--- src/rtl/seg7_frame_decoder.sv ---
// seg7_frame_decoder: accepts a frame of eight active-low 7-segment codes,
// latches it, and streams one decoded ASCII character per digit over a
// valid/ready handshake. The order is digit 7->0 (MSB_FIRST=1) or 0->7.
// Optional feature: define SEG_ERR_COUNT_EN to build a saturating counter
// of accepted "?" (unrecognised) characters. Otherwise err_count is tied to 0.
module seg7_frame_decoder #(
  parameter bit MSB_FIRST = 1'b1
) (
  input  logic        CLOCK_50,
  input  logic        KEY1,
  input  logic [55:0] seg_bus,
  input  logic        frame_valid,
  output logic        frame_ready,
  output logic [7:0]  char_data,
  output logic        char_valid,
  input  logic        char_ready,
  output logic [2:0]  digit_idx,
  output logic        frame_done,
  output logic [7:0]  err_count
);

  localparam logic [2:0] FIRST_IDX = MSB_FIRST ? 3'd7 : 3'd0;
  localparam logic [2:0] LAST_IDX  = MSB_FIRST ? 3'd0 : 3'd7;

  typedef enum logic [1:0] {
    IDLE = 2'd0,
    EMIT = 2'd1,
    DONE = 2'd2
  } state_t;

  state_t      state_q, state_n;
  logic [55:0] frame_q, frame_n;
  logic [2:0]  idx_q, idx_n;
  logic [7:0]  data_q, data_n;
  logic        valid_q, valid_n;
  logic [2:0]  idx_step;

  function automatic logic [6:0] digit_code(input logic [55:0] f, input logic [2:0] i);
    return f[7*int'(i) +: 7];
  endfunction

  function automatic logic [7:0] decode(input logic [6:0] code);
    case (code)
      7'b0001001: return 8'h48;  // H
      7'b0000110: return 8'h45;  // E
      7'b1000111: return 8'h4C;  // L
      7'b1000000: return 8'h4F;  // O
      7'b0000000,
      7'b1111111: return 8'h20;  // blank
      default:    return 8'h3F;  // ?
    endcase
  endfunction

  assign idx_step = MSB_FIRST ? (idx_q - 3'd1) : (idx_q + 3'd1);

  // State register and registered character outputs.
  always_ff @(posedge CLOCK_50) begin
    if (!KEY1) begin
      state_q <= IDLE;
      frame_q <= '0;
      idx_q   <= '0;
      data_q  <= '0;
      valid_q <= 1'b0;
    end else begin
      state_q <= state_n;
      frame_q <= frame_n;
      idx_q   <= idx_n;
      data_q  <= data_n;
      valid_q <= valid_n;
    end
  end

  // Next state: the following character is decoded in the same cycle the
  // current one is accepted, so the stream has no bubbles.
  always_comb begin
    state_n = state_q;
    frame_n = frame_q;
    idx_n   = idx_q;
    data_n  = data_q;
    valid_n = valid_q;
    case (state_q)
      IDLE: begin
        if (frame_valid) begin
          frame_n = seg_bus;
          idx_n   = FIRST_IDX;
          data_n  = decode(digit_code(seg_bus, FIRST_IDX));
          valid_n = 1'b1;
          state_n = EMIT;
        end
      end
      EMIT: begin
        if (char_ready) begin
          if (idx_q == LAST_IDX) begin
            valid_n = 1'b0;
            state_n = DONE;
          end else begin
            idx_n  = idx_step;
            data_n = decode(digit_code(frame_q, idx_step));
          end
        end
      end
      DONE: begin
        state_n = IDLE;
      end
      default: begin
        state_n = IDLE;
        valid_n = 1'b0;
      end
    endcase
  end

  assign frame_ready = (state_q == IDLE);
  assign frame_done  = (state_q == DONE);
  assign char_data   = data_q;
  assign char_valid  = valid_q;
  assign digit_idx   = idx_q;

`ifdef SEG_ERR_COUNT_EN
  logic [7:0] err_q;

  // Count accepted "?" characters, saturating at 255. Only reset clears the count.
  always_ff @(posedge CLOCK_50) begin
    if (!KEY1) begin
      err_q <= '0;
    end else if (valid_q && char_ready && (data_q == 8'h3F) && (err_q != 8'hFF)) begin
      err_q <= err_q + 8'd1;
    end
  end

  assign err_count = err_q;
`else
  assign err_count = '0;
`endif

endmodule

--- config.mk ---
export PLATFORM = sky130hd
export DESIGN_NAME = seg7_frame_decoder
export DESIGN_NICKNAME = d
export VERILOG_FILES = /design/src/rtl/seg7_frame_decoder.sv
export SDC_FILE = /design/constraint.sdc
export NUM_CORES = 1
export LEC_CHECK = 0
export CELL_PAD_IN_SITES_DETAIL_PLACEMENT = 1
export CELL_PAD_IN_SITES_GLOBAL_PLACEMENT = 2
export CORE_MARGIN = 2
export CORE_UTILIZATION = 27
export CTS_BUF_LIST = sky130_fd_sc_hd__clkbuf_4 sky130_fd_sc_hd__clkbuf_8
export CTS_CLUSTER_DIAMETER = 100
export DETAILED_ROUTE_END_ITERATION = 8
export PLACE_DENSITY = 0.79
export SYNTH_ARGS = -nofsm -noshare
export SYNTH_HDL_FRONTEND = slang
export SYNTH_SLANG_ARGS = --single-unit
--- constraint.sdc ---
create_clock -name CLOCK_50 -period 3.05 [get_ports CLOCK_50]
set_input_delay 0.61 -clock CLOCK_50 [delete_from_list [all_inputs] [get_ports CLOCK_50]]
set_output_delay 0.61 -clock CLOCK_50 [all_outputs]
set_load 0.02 [all_outputs]
* Yosys cells after proc, flatten, opt, wreduce, memory -nomap -nowiden
Cells that the tools add are included.
** Storage, ports and cells
- Logic and storage cells :: 54
- Flip-flop bits (word level) :: 70
- Output and inout port bits :: 22
** Operators by class
- Bitwise gates (word level) :: 1
- Multipliers :: 1
- Reduce and logical (&&, ||, !) cells :: 11
- Equal/unequal tests :: 16
- Mux-type cells :: 18
- Add/subtract/negate cells :: 1
- Shifts and indexed selects :: 1
** Operator list (count)
- case mux 7 bit (5 select lines) :: 2
- indexed part select 56 x 7 -> 7 bit :: 1
- == test 7 bit (second input constant) :: 6
- two-way mux 8 bit :: 3
- case mux 8 bit (2 select lines) :: 1
- == test 7 x 3 -> 1 bit (second input constant) :: 2
- == test 7 x 4 -> 1 bit (second input constant) :: 2
- logical NOT 7 bit :: 2
- two-way mux 3 bit :: 3
- inequality test 2 bit (second input constant) :: 4
- AND reduction 4 bit :: 2
- multiplier 3 x 3 -> 6 bit (first input constant) :: 1
- two-way mux 2 bit :: 3
- case mux 3 bit (2 select lines) :: 1
- case mux 2 bit (2 select lines) :: 1
- OR reduction 2 bit :: 2
- logical NOT 3 bit :: 1
- two-way mux 1 bit :: 3
- case mux 1 bit (3 select lines) :: 1
- AND reduction 3 bit :: 1
- subtractor 3 x 1 -> 3 bit (second input constant) :: 1
- == test 2 x 1 -> 1 bit (second input constant) :: 1
- == test 2 bit (second input constant) :: 1
- logical NOT 2 bit :: 1
- other kinds (3) :: 3

* Depth between registers and ports, before layout
- Depth in word-level cells :: 9
- Gate-level depth with buffers :: 13
- Mapped depth without buffers :: 9

* Worst setup path after synthesis
No wires, ideal clock.
- Path type :: register -> register
- Start point :: register idx_q[0], in the netlist digit_idx[0]
- End point :: register data_q[1], in the netlist char_data[1]
- Period minus slack after synthesis :: 3.052 ns
- Buffers on the path :: 0
- Arrival :: 2.964 ns
- Path slack :: -0.002 ns
- Library setup time :: 0.088 ns
- Cell stages (with the launch flop) :: 10
- Data required time :: 2.962 ns
- Cell sequence :: dfxtp_1 inv_2 ha_1 xor2_2 mux4_1 mux2i_2 mux2_4 a2bb2oi_4 a21oi_1 o32ai_2
** On the way
- Longest elaborated chain between the ends :: 9
- Elaborated cells between the ends (all ways) :: 17
- Classes of those cells :: add/sub (1); mul (1); eq/ne (6); shift (1); mux (4); reduce/logical (4)
** Ends and longest elaborated chain
- start: declaration :: line 33 : logic [2:0] idx_q, idx_n;
- start signal: assignment :: line 67 : idx_q <= idx_n;
- subtractor 3 x 1 -> 3 bit :: line 54 : assign idx_step = MSB_FIRST ? (idx_q - 3'd1) : (idx_q + 3'd1);
- multiplier 3 x 3 -> 6 bit :: line 39 : return f[7*int'(i) +: 7];
- indexed part select 56 x 7 -> 7 bit :: line 39
- == test 7 bit or logical NOT 7 bit (tied branches) :: line 43 : case (code)
- OR reduction 2 bit :: line 43
- case mux 7 bit (5 select lines) :: line 43
- two-way mux 8 bit :: line 93 : if (idx_q == LAST_IDX) begin
- two-way mux 8 bit :: line 92 : if (char_ready) begin
- case mux 8 bit (2 select lines) :: line 81 : case (state_q)
- end signal: assignment :: line 68 : data_q <= data_n;
- end: declaration :: line 34 : logic [7:0] data_q, data_n;
Parallel ways exist; a longest one is shown, timed or not. The select of a mux whose other input is x is not followed.
A chain may end at the register's enable or synchronous reset.

* Worst setup path in the final report
- Start point :: register idx_q[1], in the netlist digit_idx[1]
- End point :: register data_q[1], in the netlist char_data[1]
Same word-level chain as after synthesis.

==> metrics.md <==
| Metric | Value |
|---|---|
| # setup viols final | `0` |
| Fin. Hold Viols | `0` |
| Worst setup margin | `0.1817 ns` |
| Largest net degree at the start of global routing | `between 50 and 60` |
| Slew headroom | `0.5335` |
| CTS buffer count | `9` |
| CTS tree | `done` |
| Avg Inst Size Synth | `a little under 8 um^2` |
| Max Root-Sink Buffers | `2` |
| Wire length per cell | `14.94 um` |
| Non-Filler Instances | `between 600 and 700` |
| Setup TNS | `0 ns` |
| Clock H-tree levels | `3` |
| Routed via count | `3285` |
| Sequential-to-total area share from yosys stat | `0.3897` |
| Final Wtd Congestion | `0.8584` |
| Rows | `between 40 and 50` |
| Post-synth ARST share | `0` |
| Grt total ovfl | `0` |
| Period utilization | `0.9404` |
| Vias in the first global route | `roughly 3400` |
| Startpoint Class | `register` |
| Reg clk slew, reported paths | `0.08 ns` |
| Synth unique cells | `between 50 and 60` |
| Area Overhead vs Synth | `31.24%` |
| Die area | `about 14000 um^2` |
| Die width | `roughly 120 um` |
| Synth area leader | `dfxtp_1` |
| Worst-Skew Late Latency | `0.35 ns` |
| RSZ-0062 raised after global routing | `false` |
| Post-synthesis register bit count | `between 60 and 70` |
| DRC Markers | `0` |
| Post-route minimum period | `2.868 ns` |
| Arrival @ worst endpoint | `approximately 3.1 ns` |
| Cell area power density | `around 550 nW/um^2` |
| Maximum capacitance violations | `0` |
| Hold Path Class | `register to register` |
| DR pass1 iterations | `4` |
| ANT nets after route | `0` |
| Post-Route Utilization | `0.3657` |
| Share of layout cells above drive strength 1 | `0.1021` |
| Die height | `118.6 um` |
| Ranking of synthesized cells by area | `dfxtp_1, nand2_1, a21oi_1` |
| Status | `complete, no violations` |
| Worst-Margin Slew | `0.6987 ns` |
| Worst setup path category | `register to register` |
| Post-synth EDFFs | `0` |
| Clock Sink Count | `69` |
| Root Driver | `clkbuf_8` |
| Critical Path End Type | `register` |
| First-pass GRT wire length | `about 16000 um` |
| Peak Freq | `348.6 MHz` |
| P_leak | `~0.0017 uW` |
| Syn Inst Count | `452` |
| Vias/cell | `roughly 4.8` |
| Pre-CTS setup slack | `between 0.1 and 0.15 ns` |
| Crit path required time | `approximately 3.3 ns` |
| Antenna diodes | `0` |
| Initial core utilization | `0.2786` |
| Clock Skew | `between 0.01 and 0.015 ns` |
| Post-CTS setup buffer count | `0` |
| CP max FO | `43` |
| Initial antenna violation count | `0` |
| Post-DP HPWL | `~7900 um` |
| Cells after DPL | `675` |
| Synthesis Warnings | `0` |
| All-Layer GR Usage | `0.1485` |
| Share of the synthesized area in the top cell type | `0.3897` |
| # nets final | `576` |
| Synth Flop Type | `dfxtp_1` |
| PortBufs | `between 70 and 80` |
| Initial DRC Count | `between 100 and 150` |
| Peak VDD IR | `~200 uV` |
| Core Footprint | `~13000 um^2` |
| Cell area after synthesis | `between 3000 and 4000 um^2` |
| Routed WL | `10320 um` |
| Max-slew violations | `0` |
| Top-Level Pins | `82` |
routing by layer:
| layer | track usage | vias up | part of all wire |
|---|---|---|---|
| met5 | 0 | - | 0 |
| li1 | - | 1670 | - |
| met3 | 0.02654 | 20 | 0.038 |
| met4 | 0.06399 | 0 | 0.027 |
| met2 | 0.2561 | 61 | 0.49 |
| met1 | 0.1803 | 1534 | 0.44 |
per-stage QoR:
step	instance area, um^2	hold WS [ns]	power, uW
floorplan	3576	0.4311	1609
global placement	4437	0.4450	1852
detailed placement	4437	0.4535	1879
CTS	4622	0.4650	2584
global route	4652	0.4798	2726
finish	4652	0.4573	2573
placed cells by master (no fill, tap or decap), types with 11 or more instances in the layout:
master           netlist  routed
a21oi_1               64      64
nor2_1                15      15
dfxtp_1               69      68
clkbuf_8               0      11
mux2i_1               14      14
clkdlybuf4s50_1        0      72
nand2_1              130     130
nor3_1                14      13
buf_4                 13      11
flip-flops by register name (all words and copies together), names as in the netlist:
name and flops:
frame_q 56, char_data 7, digit_idx 3, state_q 2
char_valid 1
critical path: stages (launching register included):
cell     delay (ns)
dfxtp_1        0.36
inv_1          0.07
ha_1           0.32
buf_12         0.23
mux2i_1        0.32
mux4_2         0.35
and2_1         0.18
nand3_1        0.14
or3_1          0.47
a21oi_1        0.19
o32ai_2        0.10
synth_stat cells, types with 5 or more instances:
cell and count:
nand2_1 130, dfxtp_1 69, a21oi_1 64, clkbuf_1 23, nor2_1 15, mux2i_1 14
nor3_1 14, buf_4 13, nand3_1 9, nor3b_1 8, o21ai_0 8, buf_1 5
nand2b_1 5
logic make-up (layout without fill, tap and decap cells):
logic type               count (synthesis)  count (layout)  synth area share
AND/OR/NAND/NOR                        208             208            0.2697
AO/OA/AOI/OAI                           98              98            0.1719
flip-flops                              69              69            0.3897
buffers and inverters                   48             107           0.06706
multiplexers                            22              22           0.08153
XOR/XNOR                                 4               4           0.01200
adder cells (fa/ha/maj)                  2               2          0.007059
other                                    1               9          0.001058
area by class of cell:
class                      instances  area (um^2)
multi-input combinational        343         1987
fill                            1572         8070
timing repair buffer              86        863.3
clock buffer                      11        151.4
inverter                           5        18.77
sequential                        69         1383
clock inverter                     5        33.78
tap                              172        215.2
final timing paths:
check               startpoint           end  slack [ns]  cells after the start
setup / recovery  digit_idx[1]  char_data[1]        0.18                     10
setup reg to reg  digit_idx[1]  char_data[1]        0.18                     10
hold reg to reg    frame_q[29]   frame_q[29]        0.46                      2
hold / removal     frame_q[29]   frame_q[29]        0.46                      2
power breakdown:
group | leakage [uW] | internal (uW) | total (uW) | switching (uW)
clock | 0.0000917 | 339 | 706 | 367
sequential | 0.000568 | 970 | 1020 | 50.0
combinational | 0.00102 | 378 | 846 | 468
total | 0.00168 | 1690 | 2570 | 885
timing repair:
action                     in CTS  in global routing
hold buffers                    0                  0
setup endpoints to repair       0                  3
gates resized for setup         0                  4
Power figures use the tool's default switching activity.
